<file path="src/rtl/fetch_stage.sv">
// rtl/fetch_stage.sv - instruction fetch stage: PC ownership, single-outstanding imem fetch, decode register
// Redirects from decode squash the sequential successor; there is no branch delay slot.
module fetch_stage #(
  parameter logic [31:0] RESET_PC  = 32'h0000_0000,
  parameter logic [31:0] EXC_PC    = 32'h0000_0080,
  parameter logic [31:0] NOP_INSTR = 32'h0000_0000
) (
  input  logic        clock,
  input  logic        reset,
  input  logic        stall,
  input  logic [2:0]  if_PCSrcSel,
  input  logic [31:0] if_RFOutA,
  input  logic        imem_ack,
  input  logic [31:0] imem_rdata,
  output logic        imem_req,
  output logic [31:0] imem_addr,
  output logic [31:0] if_instr,
  output logic [31:0] if_PC,
  output logic        if_valid
);

  typedef enum logic [1:0] {
    S_RST  = 2'd0,
    S_REQ  = 2'd1,
    S_HOLD = 2'd2
  } state_t;

  state_t      state, state_nxt;
  logic [31:0] fetch_pc, fetch_pc_nxt;
  logic [31:0] redirect_pc, redirect_pc_nxt;
  logic [31:0] hold_buf, hold_buf_nxt;
  logic [31:0] hold_pc, hold_pc_nxt;
  logic        kill, kill_nxt;

  logic [31:0] if_instr_nxt, if_PC_nxt;
  logic        if_valid_nxt;

  logic        redirect;
  logic [31:0] target;
  logic [31:0] pc4;
  logic [31:0] br_off;

  logic        accept;
  logic [31:0] acc_instr;
  logic [31:0] acc_pc;

  // Redirect target is derived from the instruction currently held in the decode register.
  always_comb begin
    pc4    = if_PC + 32'd4;
    br_off = {{14{if_instr[15]}}, if_instr[15:0], 2'b00};
    target = pc4;
    casez (if_PCSrcSel)
      3'b001:  target = pc4 + br_off;
      3'b010:  target = {pc4[31:28], if_instr[25:0], 2'b00};
      3'b011:  target = if_RFOutA & ~32'd3;
      3'b1??:  target = EXC_PC;
      default: target = pc4;
    endcase
  end

  assign redirect  = (if_PCSrcSel != 3'b000) && !stall;
  assign imem_addr = {fetch_pc[31:2], 2'b00};

  always_comb begin
    state_nxt       = state;
    fetch_pc_nxt    = fetch_pc;
    redirect_pc_nxt = redirect_pc;
    hold_buf_nxt    = hold_buf;
    hold_pc_nxt     = hold_pc;
    kill_nxt        = kill;
    imem_req        = 1'b0;
    accept          = 1'b0;
    acc_instr       = imem_rdata;
    acc_pc          = fetch_pc;

    case (state)
      S_RST: begin
        state_nxt = S_REQ;
      end

      S_REQ: begin
        imem_req = 1'b1;
        if (imem_ack) begin
          if (kill || redirect) begin
            // The returning word belongs to a squashed path.
            fetch_pc_nxt = redirect ? target : redirect_pc;
            kill_nxt     = 1'b0;
          end else if (!stall) begin
            accept       = 1'b1;
            fetch_pc_nxt = fetch_pc + 32'd4;
          end else begin
            hold_buf_nxt = imem_rdata;
            hold_pc_nxt  = fetch_pc;
            state_nxt    = S_HOLD;
          end
        end else if (redirect) begin
          // Keep the address stable until ack; remember the newest target.
          kill_nxt        = 1'b1;
          redirect_pc_nxt = target;
        end
      end

      S_HOLD: begin
        if (redirect) begin
          fetch_pc_nxt = target;
          state_nxt    = S_REQ;
        end else if (!stall) begin
          accept       = 1'b1;
          acc_instr    = hold_buf;
          acc_pc       = hold_pc;
          fetch_pc_nxt = hold_pc + 32'd4;
          state_nxt    = S_REQ;
        end
      end

      default: begin
        state_nxt = S_RST;
      end
    endcase
  end

  always_comb begin
    if_instr_nxt = if_instr;
    if_PC_nxt    = if_PC;
    if_valid_nxt = if_valid;
    if (stall) begin
      if_instr_nxt = if_instr;
    end else if (redirect) begin
      if_instr_nxt = NOP_INSTR;
      if_valid_nxt = 1'b0;
    end else if (accept) begin
      if_instr_nxt = acc_instr;
      if_PC_nxt    = acc_pc;
      if_valid_nxt = 1'b1;
    end else begin
      if_instr_nxt = NOP_INSTR;
      if_valid_nxt = 1'b0;
    end
  end

  always_ff @(posedge clock) begin
    if (!reset) begin
      state       <= S_RST;
      fetch_pc    <= RESET_PC;
      redirect_pc <= 32'd0;
      hold_buf    <= 32'd0;
      hold_pc     <= 32'd0;
      kill        <= 1'b0;
      if_instr    <= NOP_INSTR;
      if_PC       <= 32'd0;
      if_valid    <= 1'b0;
    end else begin
      state       <= state_nxt;
      fetch_pc    <= fetch_pc_nxt;
      redirect_pc <= redirect_pc_nxt;
      hold_buf    <= hold_buf_nxt;
      hold_pc     <= hold_pc_nxt;
      kill        <= kill_nxt;
      if_instr    <= if_instr_nxt;
      if_PC       <= if_PC_nxt;
      if_valid    <= if_valid_nxt;
    end
  end

endmodule

</file>
<file path="config.mk">
export PLATFORM = sky130hd
export DESIGN_NAME = fetch_stage
export DESIGN_NICKNAME = d
export VERILOG_FILES = /design/src/rtl/fetch_stage.sv
export SDC_FILE = /design/constraint.sdc
export NUM_CORES = 1
export LEC_CHECK = 0
export ABC_CLOCK_PERIOD_IN_PS = 4400
export CAP_MARGIN = 10
export CORE_MARGIN = 2
export CORE_UTILIZATION = 55
export DETAILED_ROUTE_END_ITERATION = 10
export GPL_ROUTABILITY_DRIVEN = 0
export PLACE_DENSITY = 0.77
export SETUP_SLACK_MARGIN = 0.4
export SLEW_MARGIN = 5
export SYNTH_ARGS = -nofsm -noshare
export SYNTH_HDL_FRONTEND = slang
export SYNTH_SLANG_ARGS = --single-unit
</file>
<file path="constraint.sdc">
create_clock -name clock -period 4.4 [get_ports clock]
set_input_delay 0.66 -clock clock [delete_from_list [all_inputs] [get_ports clock]]
set_output_delay 0.66 -clock clock [all_outputs]
set_load 0.005 [all_outputs]
</file>
==> run metrics <==
synth unique cells=76; #FFs+latches synth=196; Mapped Cells=1,534; hold_buf cts=0; final antenna-violating net count=0; routed wire length=39.9 mm; number of synthesized flops with an enable pin=0; Setup Buffers After CTS=0; Fillers=1,813; Layout Nets=1,728; CTS H-tree lvls=4; io pins=169; cell with the most instances after synthesis=nand2_1; 1st-pass router iterations=5; Rel. slew slack=36.6%; r2r startpoint=if_PC[7]$_SDFFE_PN0P_; die width=153 um; skew final=13.6 ps; starting density of the core=55.9%; Hold Crit Depth=2; Pleak=0.00507 uW; final setup fails=0; prevailing post-synth register cell=dfxtp_1; WHS Endpoint=hold_buf[11]$_SDFFE_PN0P_; crit end category=flop; reg2reg setup slack=560 ps; global-route wire length before repair=62.2 mm; worst skew pair latency=450 ps; Hold Crit Class=flop to flop; # rows=54; total global routing overflow=0; hpwl dp=28.7 mm; n_diodes=0; RSZ-0062 raised after global routing=yes; fmax=261 MHz; reg2reg end=fetch_pc[28]$_SDFFE_PN0P_; Clock transition at path regs=80 ps; critical path's largest stage delay=480 ps; fraction of the yosys area taken by sequential cells=32.2%; Power Density=296 nW/um^2; hold path startpoint=hold_buf[11]$_SDFFE_PN0P_; CP max FO=7; vias in the first global route=11,097; Async SR Flop Fraction=0%; wire per inst=21.0 um; Root Buffer=clkbuf_16; Yosys top cell area share=32.2%; Worst-Margin Slew=951 ps; CP Depth=15; TritonCTS sink count=196; kind of critical path=flop to flop; status=complete, no violations; DRT iter0 DRCs=1,429; mapped cell area=12,200 sq um; Die Y=153 um; CTS max path bufs=2; post-synth top area cell=dfxtp_1; layout cells sized above 1=9.42%; Max-cap violations=0; final hold vios=0; total CTS buffers=17; Synth area leaders=dfxtp_1 32%, a21oi_1 6.4%, nand2_1 6.1%; critical-path cell list=and4_4 > nand4_4 > or3_4 > nor3_1 > xor2_1 > ha_1 > a21oi_2 > o21ai_1 > a2111oi_2 > o22ai_1 > nor4_1 > o31ai_1 > and3_1 > o221ai_2 > o211a_1; min cycle time layout=3840 ps; Worst path top cell family by delay=simple AND/OR/NAND/NOR gates; DR DRC count=0; Peak VDD IR=0.284 mV; multi-input combinational cell area=7630 sq um; Pins Over Slew Limit=0; total chip power=4320 uW; DR vias=12,216; Port Buf Inserts=164; largest net degree at the start of global routing=68; Commonest cells post-synth=198 x nand2_1, 196 x dfxtp_1, 156 x a21oi_1; CP bufs+invs=0; syn_area_per_cell=7.96 sq um; worst path required time=4790 ps; Yosys warning total=0; CTS tree=yes; sequential cell area=3930 sq um; Worst EP arrival=4230 ps; Setup TNS=0 ps; Core Region=21,800 sq um; gr usage total=33.2%; r2r worst-path depth=15; average vias per placed instance=6.41; die area=23,400 sq um; area delta synth->final=19.3%; initial antenna violation count=0; Final period util=87.2%; startpoint types=flop; CP max-delay cell=or3_4
layout by cell type, fill, tap and decap left out, types with 33 or more instances in the layout:
| master | synthesis | final |
|---|---|---|
| nor2_1 | 120 | 116 |
| nand2_1 | 198 | 198 |
| ha_1 | 44 | 43 |
| mux2_2 | 34 | 34 |
| buf_4 | 32 | 34 |
| xnor2_1 | 54 | 54 |
| a22oi_1 | 44 | 44 |
| dfxtp_1 | 196 | 194 |
| a21oi_1 | 156 | 152 |
| o21ai_0 | 95 | 91 |
| a211oi_1 | 41 | 41 |
| nand3_1 | 41 | 40 |
| mux2i_1 | 33 | 33 |
| clkdlybuf4s50_1 | 0 | 163 |
sequential cells by signal, indices dropped and copies added, names as in the netlist:
signal / count
fetch_pc: 32
hold_buf: 32
hold_pc: 32
if_PC: 32
if_instr: 32
redirect_pc: 32
state: 2
if_valid: 1
kill: 1
cell families (layout without fill, tap and decap cells):
kind of cell / count (synthesis) / after routing / share of synthesized area [%]
other: 1 / 2 / 0.0307
buffers and inverters: 164 / 254 / 6.14
AOI/OAI and AO/OA: 478 / 478 / 25.7
DFF: 196 / 196 / 32.2
muxes: 67 / 67 / 5.84
and+or+nand+nor: 499 / 499 / 19.4
adders and majority gates: 45 / 45 / 4.68
xor gates and xnor gates: 84 / 84 / 6.09
worst register-to-register path: stages (launching register included):
cell       delay, ps
dfxtp_2          380
and4_4           270
nand4_4          180
or3_4            480
nor3_1           190
xor2_1           170
ha_1             320
a21oi_2          200
o21ai_1          130
a2111oi_2        470
o22ai_1          110
nor4_1           180
o31ai_1          120
and3_1           250
o221ai_2         170
o211a_1          170
report_power, final:
| group | leakage [uW] | total [uW] | switching (uW) | internal [uW] |
|---|---|---|---|---|
| clock network | 0.000311 | 1670 | 793 | 879 |
| registers | 0.00159 | 1940 | 96.5 | 1840 |
| logic | 0.00318 | 706 | 412 | 294 |
| total | 0.00507 | 4320 | 1300 | 3010 |
timing repair:
action	in CTS	in global routing
pin swaps	1	1
endpoints found under the setup margin	3	24
resized for setup	3	15
worst max path at each step:
stage | end | slack, ps | startpoint
final | fetch_pc[28]$_SDFFE_PN0P_ | 560 | if_PC[7]$_SDFFE_PN0P_
after global routing | fetch_pc[28]$_SDFFE_PN0P_ | 320 | if_PC[7]$_SDFFE_PN0P_
after CTS | fetch_pc[27]$_SDFFE_PN0P_ | 400 | if_PC[7]$_SDFFE_PN0P_
after detailed placement | fetch_pc[28]$_SDFFE_PN0P_ | 190 | if_PC[7]$_SDFFE_PN0P_
after global placement | fetch_pc[28]$_SDFFE_PN0P_ | 300 | if_PC[7]$_SDFFE_PN0P_
after floorplan | fetch_pc[28]$_SDFFE_PN0P_ | 710 | if_PC[5]$_SDFFE_PN0P_
per-stage QoR:
step | utilization (%) | setup WS (ps) | cells | hold WS (ps) | area [sq um]
floorplan | - | 710 | 1535 | 433 | 12200
global route | 66.7 | 320 | 1905 | 472 | 14600
global placement | 63.6 | 303 | 1873 | 438 | 13900
finish | 66.7 | 561 | 1905 | 454 | 14600
detailed placement | 63.6 | 186 | 1873 | 444 | 13900
CTS | 66.5 | 397 | 1905 | 455 | 14500
layer usage:
metal | vias to the layer above | share of wire (%) | GRT usage, %
met2 | 662 | 44 | 51.1
met3 | 70 | 11 | 6.97
li1 | 5694 | - | -
met1 | 5790 | 42 | 46.9
met4 | 0 | 2.8 | 9.92
met5 | - | 0 | 0
layout make-up:
cell class / instances / area share (%)
repair buffers: 200 / 13.3
inverters: 22 / 0.584
flip-flops and latches: 196 / 27.0
clock inverters: 15 / 1.44
clock buffers: 17 / 2.92
multi-input cells: 1175 / 52.4
well taps: 280 / 2.41
No activity file was read; power rests on OpenSTA's default activity.
